==> src/rtl/loop_ctrl_nest_pkg.sv <==
// Shared definitions for the nested-loop controller: FSM encoding,
// default widths and the nest depth derived from the loop index width.
package loop_ctrl_nest_pkg;

  localparam int LOOP_ID_W_DEF   = 5;
  localparam int LOOP_ITER_W_DEF = 16;

  typedef enum logic [1:0] {
    ST_IDLE = 2'd0,
    ST_INIT = 2'd1,
    ST_BUSY = 2'd2,
    ST_DONE = 2'd3
  } state_t;

  // Number of loop slots addressable with an index of the given width.
  function automatic int depth_of(input int id_w);
    return 1 << id_w;
  endfunction

  localparam int MAX_DEPTH_DEF = depth_of(LOOP_ID_W_DEF);

endpackage

==> src/rtl/loop_ctrl_nest_loop_iter_buf.sv <==
// Per-loop storage of iteration maxima and live counters, plus the
// carry-scan priority encoder that picks the loop advancing next.
module loop_iter_buf
  import loop_ctrl_nest_pkg::*;
#(
  parameter int ID_W   = LOOP_ID_W_DEF,
  parameter int ITER_W = LOOP_ITER_W_DEF
) (
  input  logic              clk,
  input  logic              reset_n,
  input  logic              wr_en,
  input  logic [ID_W-1:0]   wr_addr,
  input  logic [ITER_W-1:0] wr_max,
  input  logic [ID_W-1:0]   num_loops,
  input  logic              clr,
  input  logic              step,
  output logic [ID_W-1:0]   k,
  output logic              all_max
);

  localparam int DEPTH = depth_of(ID_W);

  logic [ITER_W-1:0] max_mem [DEPTH];
  logic [DEPTH-1:0]  at_max;
  logic [DEPTH-1:0]  in_nest;

  // Maxima are only ever rewritten by configuration; no reset needed.
  always_ff @(posedge clk) begin
    if (wr_en) max_mem[wr_addr] <= wr_max;
  end

  genvar gi;
  generate
    for (gi = 0; gi < DEPTH; gi++) begin : g_slot
      logic [ITER_W-1:0] cnt;

      // Counter k increments, every counter below k wraps back to zero.
      always_ff @(posedge clk) begin
        if (!reset_n || clr) begin
          cnt <= '0;
        end else if (step) begin
          if (ID_W'(gi) < k)       cnt <= '0;
          else if (ID_W'(gi) == k) cnt <= cnt + 1'b1;
        end
      end

      assign at_max[gi]  = (cnt == max_mem[gi]);
      assign in_nest[gi] = (ID_W'(gi) < num_loops);
    end
  endgenerate

  // Slots outside the configured nest never block completion.
  assign all_max = &(at_max | ~in_nest);

  // Lowest in-nest loop not yet at its maximum; scanning downwards lets
  // the lowest match win without a separate found flag.
  always_comb begin
    k = '0;
    for (int i = DEPTH - 1; i >= 0; i--) begin
      if (in_nest[i] && !at_max[i]) k = ID_W'(i);
    end
  end

endmodule

==> src/rtl/loop_ctrl_nest.sv <==
// Nested-loop controller: collects per-loop iteration counts, then walks
// the nest one step per cycle and emits registered step/marker pulses.
module loop_ctrl_nest
  import loop_ctrl_nest_pkg::*;
#(
  parameter int LOOP_ID_W   = LOOP_ID_W_DEF,
  parameter int LOOP_ITER_W = LOOP_ITER_W_DEF
) (
  input  logic                   clk,
  input  logic                   reset_n,
  input  logic                   cfg_loop_iter_v,
  input  logic [LOOP_ITER_W-1:0] cfg_loop_iter,
  input  logic                   start,
  input  logic                   stall,
  output logic                   loop_init,
  output logic                   loop_enter,
  output logic [LOOP_ID_W-1:0]   loop_index,
  output logic                   loop_index_valid,
  output logic                   loop_exit,
  output logic                   loop_ctrl_done,
  output logic                   busy
);

  localparam logic [LOOP_ID_W-1:0] PTR_LAST = '1;

  state_t                 state;
  logic [LOOP_ID_W-1:0]   wr_ptr;
  logic [LOOP_ITER_W-1:0] wr_max;
  logic                   cfg_wr;
  logic                   start_ok;
  logic                   clr;
  logic                   step;
  logic                   all_max;
  logic [LOOP_ID_W-1:0]   k;

  // An iteration count of 0 behaves like 1, i.e. a maximum of 0.
  assign wr_max   = (cfg_loop_iter == '0) ? '0 : cfg_loop_iter - 1'b1;
  assign cfg_wr   = cfg_loop_iter_v && (state == ST_IDLE);
  assign start_ok = start && (state == ST_IDLE) && (wr_ptr != '0);
  assign clr      = start_ok || (state == ST_DONE);
  // Completion is detected one cycle after the final step, so a step is
  // taken whenever the nest is not yet complete and downstream is ready.
  assign step     = ((state == ST_INIT) || (state == ST_BUSY)) && !all_max && !stall;

  loop_iter_buf #(
    .ID_W   (LOOP_ID_W),
    .ITER_W (LOOP_ITER_W)
  ) u_iter_buf (
    .clk       (clk),
    .reset_n   (reset_n),
    .wr_en     (cfg_wr),
    .wr_addr   (wr_ptr),
    .wr_max    (wr_max),
    .num_loops (wr_ptr),
    .clr       (clr),
    .step      (step),
    .k         (k),
    .all_max   (all_max)
  );

  // Control FSM with every output registered alongside the state.
  always_ff @(posedge clk) begin
    if (!reset_n) begin
      state            <= ST_IDLE;
      wr_ptr           <= '0;
      loop_init        <= 1'b0;
      loop_enter       <= 1'b0;
      loop_index       <= '0;
      loop_index_valid <= 1'b0;
      loop_exit        <= 1'b0;
      loop_ctrl_done   <= 1'b0;
      busy             <= 1'b0;
    end else begin
      loop_init        <= 1'b0;
      loop_enter       <= 1'b0;
      loop_index_valid <= 1'b0;
      loop_exit        <= 1'b0;
      loop_ctrl_done   <= 1'b0;
      case (state)
        ST_IDLE: begin
          if (cfg_wr && (wr_ptr != PTR_LAST)) wr_ptr <= wr_ptr + 1'b1;
          if (start_ok) begin
            state      <= ST_INIT;
            loop_init  <= 1'b1;
            loop_enter <= 1'b1;
            loop_index <= '0;
            busy       <= 1'b1;
          end
        end
        ST_INIT, ST_BUSY: begin
          if (all_max) begin
            state          <= ST_DONE;
            loop_exit      <= 1'b1;
            loop_ctrl_done <= 1'b1;
          end else begin
            state <= ST_BUSY;
            if (!stall) begin
              loop_index       <= k;
              loop_index_valid <= 1'b1;
            end
          end
        end
        ST_DONE: begin
          state  <= ST_IDLE;
          wr_ptr <= '0;
          busy   <= 1'b0;
        end
        default: state <= ST_IDLE;
      endcase
    end
  end

endmodule
==> config.mk <==
export PLATFORM = sky130hd
export DESIGN_NAME = loop_ctrl_nest
export DESIGN_NICKNAME = d
export VERILOG_FILES = /design/src/rtl/loop_ctrl_nest_pkg.sv /design/src/rtl/loop_ctrl_nest_loop_iter_buf.sv /design/src/rtl/loop_ctrl_nest.sv
export SDC_FILE = /design/constraint.sdc
export NUM_CORES = 2
export LEC_CHECK = 0
export CAP_MARGIN = 20
export CORE_UTILIZATION = 65
export CTS_CLUSTER_DIAMETER = 200
export DETAILED_ROUTE_END_ITERATION = 12
export GPL_ROUTABILITY_DRIVEN = 1
export PLACE_DENSITY = 0.78
export REMOVE_ABC_BUFFERS = 1
export SYNTH_ARGS = -nofsm -noshare
export SYNTH_HDL_FRONTEND = slang
export SYNTH_SLANG_ARGS = --single-unit
==> constraint.sdc <==
create_clock -name clk -period 5.58 [get_ports clk]
set_input_delay 1.116 -clock clk [delete_from_list [all_inputs] [get_ports clk]]
set_output_delay 1.116 -clock clk [all_outputs]
set_load 0.05 [all_outputs]
==> impl_metrics.json <==
{
  "power.internal_mw": 12.4,
  "antenna_found_initial": 7,
  "die_area_um2": 71600,
  "fin_crit_sh": 0.898,
  "dp_slack_ns": 0.799,
  "synth_area_um2": 45900,
  "rows": 97,
  "die_h_um": 268,
  "async_reset_ff_frac": 0,
  "cts_resized": 0,
  "fp.coreArea_um2": 69900,
  "layoutNonFillerInstCount": 5490,
  "wl_mm": 122,
  "clock_sinks": 1008,
  "vias": 34490,
  "first_pass_iters": 6,
  "p_sw_frac": 0.242,
  "max_freq_ghz": 0.200,
  "dp_hpwl_mm": 80.5,
  "yosysTopAreaCell": "edfxtp_1",
  "placed_cells": 5300,
  "cts_hold_buf": 0,
  "crit_path_end_kind": "register",
  "grt_first_pass_wirelength_mm": 187,
  "yosysSeqAreaShare": 0.548,
  "cts_setup_buffers": 0,
  "hold_class": "register to register",
  "drtIter0Drc": 4078,
  "powerDensity_nw_per_um2": 317,
  "rsz0062_at_grt": "no",
  "cts_root_buf": "clkbuf_16",
  "ir_worst_vdd_uv": 241,
  "cp_max_fo": 10,
  "yosysMostFrequentCell": "dfxtp_1",
  "track_usage": 0.341,
  "slew_violations": 0,
  "avgRoutedWirePerCell_um": 22.2,
  "yosys_warnings": 0,
  "globalplace.congestion": 1.02,
  "syn-instance-count": 4343,
  "grt_max_degree": 57,
  "fin_skew_ns": 0.0345,
  "start_kind": "register",
  "dieWidth_um": 268,
  "grt_pass1_vias": 32657,
  "synth_top_area_frac": 0.325,
  "syn_avg_cell_area_um2": 10.6,
  "status": "finished, final reports clean",
  "cts_buffer_depth": 3,
  "start_util": 0.656,
  "tightest_slew_ns": 1.12,
  "synth_ff_type": "dfxtp_1",
  "syn2layout_area_growth_pct": 12.1,
  "static-leakage-power_nw": 17.6,
  "synth_area_leaders": "edfxtp_1 32%, dfxtp_1 22%, xnor2_1 7.5%",
  "power_frac_comb": 0.082,
  "ys_types": 95,
  "post-route-min-period_ns": 5.01,
  "power_frac_seq": 0.484,
  "clkTransAtPathRegs_ns": 0.06,
  "synth_edf_count": 496,
  "htreeDepth": 3,
  "setup_ws_ns": 0.570,
  "grt_overflow_total": 0,
  "setup_viol": 0,
  "drtAntennaViolNets": 0,
  "p_clk_frac": 0.434,
  "insertion_delay_ns": 0.67,
  "cts_tree": "yes",
  "ys_seq_elements": 1008,
  "hold_viol_final": 0,
  "io_pins": 32,
  "io_buffers": 31,
  "layout-drive-gt1-share": 0.0814,
  "critical_path_required_ns": 6.15,
  "criticalPathCategory": "register to register",
  "maxCapViolCount": 0,
  "cts_buffers": 100,
  "final_nets": 4522,
  "drcViolationCount": 0,
  "post_drt_via_cell_ratio": 6.28,
  "power_switching_mw": 3.95,
  "relSlewSlack": 0.248,
  "worst-endpoint-arrival_ns": 5.58,
  "synthTopCellsByCount": "512 x dfxtp_1, 500 x nor2_1, 496 x edfxtp_1"
}
worst max-delay path, stage by stage (launching register included):
cell and delay, ns:
edfxtp_1 0.38, xnor2_1 0.18, nand4_1 0.13, nor4_1 0.86, o2bb2ai_1 0.39, or3_1 0.52
nor3_2 0.35, nand2_1 0.24, buf_4 0.25, o31ai_4 0.08, buf_4 0.23, and2_1 0.33
nand4_1 0.36, or3_1 0.43, a21oi_1 0.17
power groups by stage:
stage | logic [mW] | clock network [mW] | registers [mW]
after floorplan | 0.619 | 0 | 8.09
after global placement | 1.29 | 0 | 8.06
after detailed placement | 1.29 | 0 | 8.06
after CTS | 1.30 | 7.13 | 7.90
after global routing | 1.39 | 7.44 | 7.91
final | 1.34 | 7.08 | 7.90
layer usage:
| layer | global-route usage | share of wire |
|---|---|---|
| met1 | 0.472 | 0.41 |
| met2 | 0.527 | 0.45 |
| met4 | 0.147 | 0.042 |
| met5 | 0 | 0.00011 |
| met3 | 0.0640 | 0.099 |
cell usage in the layout (no fill, tap or decap), types with 39 or more instances in the layout:
cell,synthesis,routed
edfxtp_1,496,496
nand4_1,167,167
o21ai_0,146,145
and3_1,146,146
clkbuf_16,0,102
xnor2_1,395,395
buf_4,5,121
ha_1,39,39
or3_1,70,70
xor2_1,384,384
nor3_1,94,93
nor4_1,106,106
dfxtp_1,512,512
nor2_1,500,490
a21oi_1,198,194
nand2_1,272,271
inv_1,67,67
nand3_1,167,167
final timing paths:
kind,startpoint,to,slack (ns),cells past startpoint
max,u_iter_buf.max_mem[0][1],u_iter_buf.g_slot[15].cnt[4],0.57,14
min,u_iter_buf.g_slot[3].cnt[15],u_iter_buf.g_slot[3].cnt[15],0.49,2
max reg2reg,u_iter_buf.max_mem[0][1],u_iter_buf.g_slot[15].cnt[4],0.57,14
min reg2reg,u_iter_buf.g_slot[3].cnt[15],u_iter_buf.g_slot[3].cnt[15],0.49,2
kinds of logic after synthesis:
group | after synthesis | share of synthesized area
flip-flops | 1008 | 0.548
AO/OA/AOI/OAI | 560 | 0.0764
buffers and inverters | 210 | 0.0194
adder cells (fa/ha/maj) | 39 | 0.0106
multiplexers | 14 | 0.00316
XOR/XNOR | 779 | 0.149
AND/OR/NAND/NOR | 1733 | 0.193
area by class of cell:
type,instances,area (µm²)
sequential,1008,25100
multi-input combinational,3125,20000
fill,4903,18500
clock buffer,144,2800
timing repair buffer,160,1380
tap,940,1180
clock inverter,44,668
inverter,67,251
antenna,2,5.00
through the flow:
step / instance area (µm²) / total power, mW / utilization / TNS (ns) / hold WS [ns]
finish: 51400 / 16.3 / 0.736 / 0 / 0.494
global route: 51400 / 16.7 / 0.735 / 0 / 0.524
CTS: 51400 / 16.3 / 0.735 / 0 / 0.500
detailed placement: 47900 / 9.36 / 0.686 / 0 / 0.493
global placement: 47900 / 9.35 / 0.686 / 0 / 0.482
floorplan: 45200 / 8.71 / - / -1.44 / 0.461
sequential cells by signal (all words and copies together), names as in the netlist:
register and cells:
loop_enter 1, u_iter_buf.g_slot.cnt 496, loop_index 5, loop_index_valid 1, loop_ctrl_done 1, state 2
busy 1, wr_ptr 5, u_iter_buf.max_mem 496
Power figures use the tool's default switching activity.
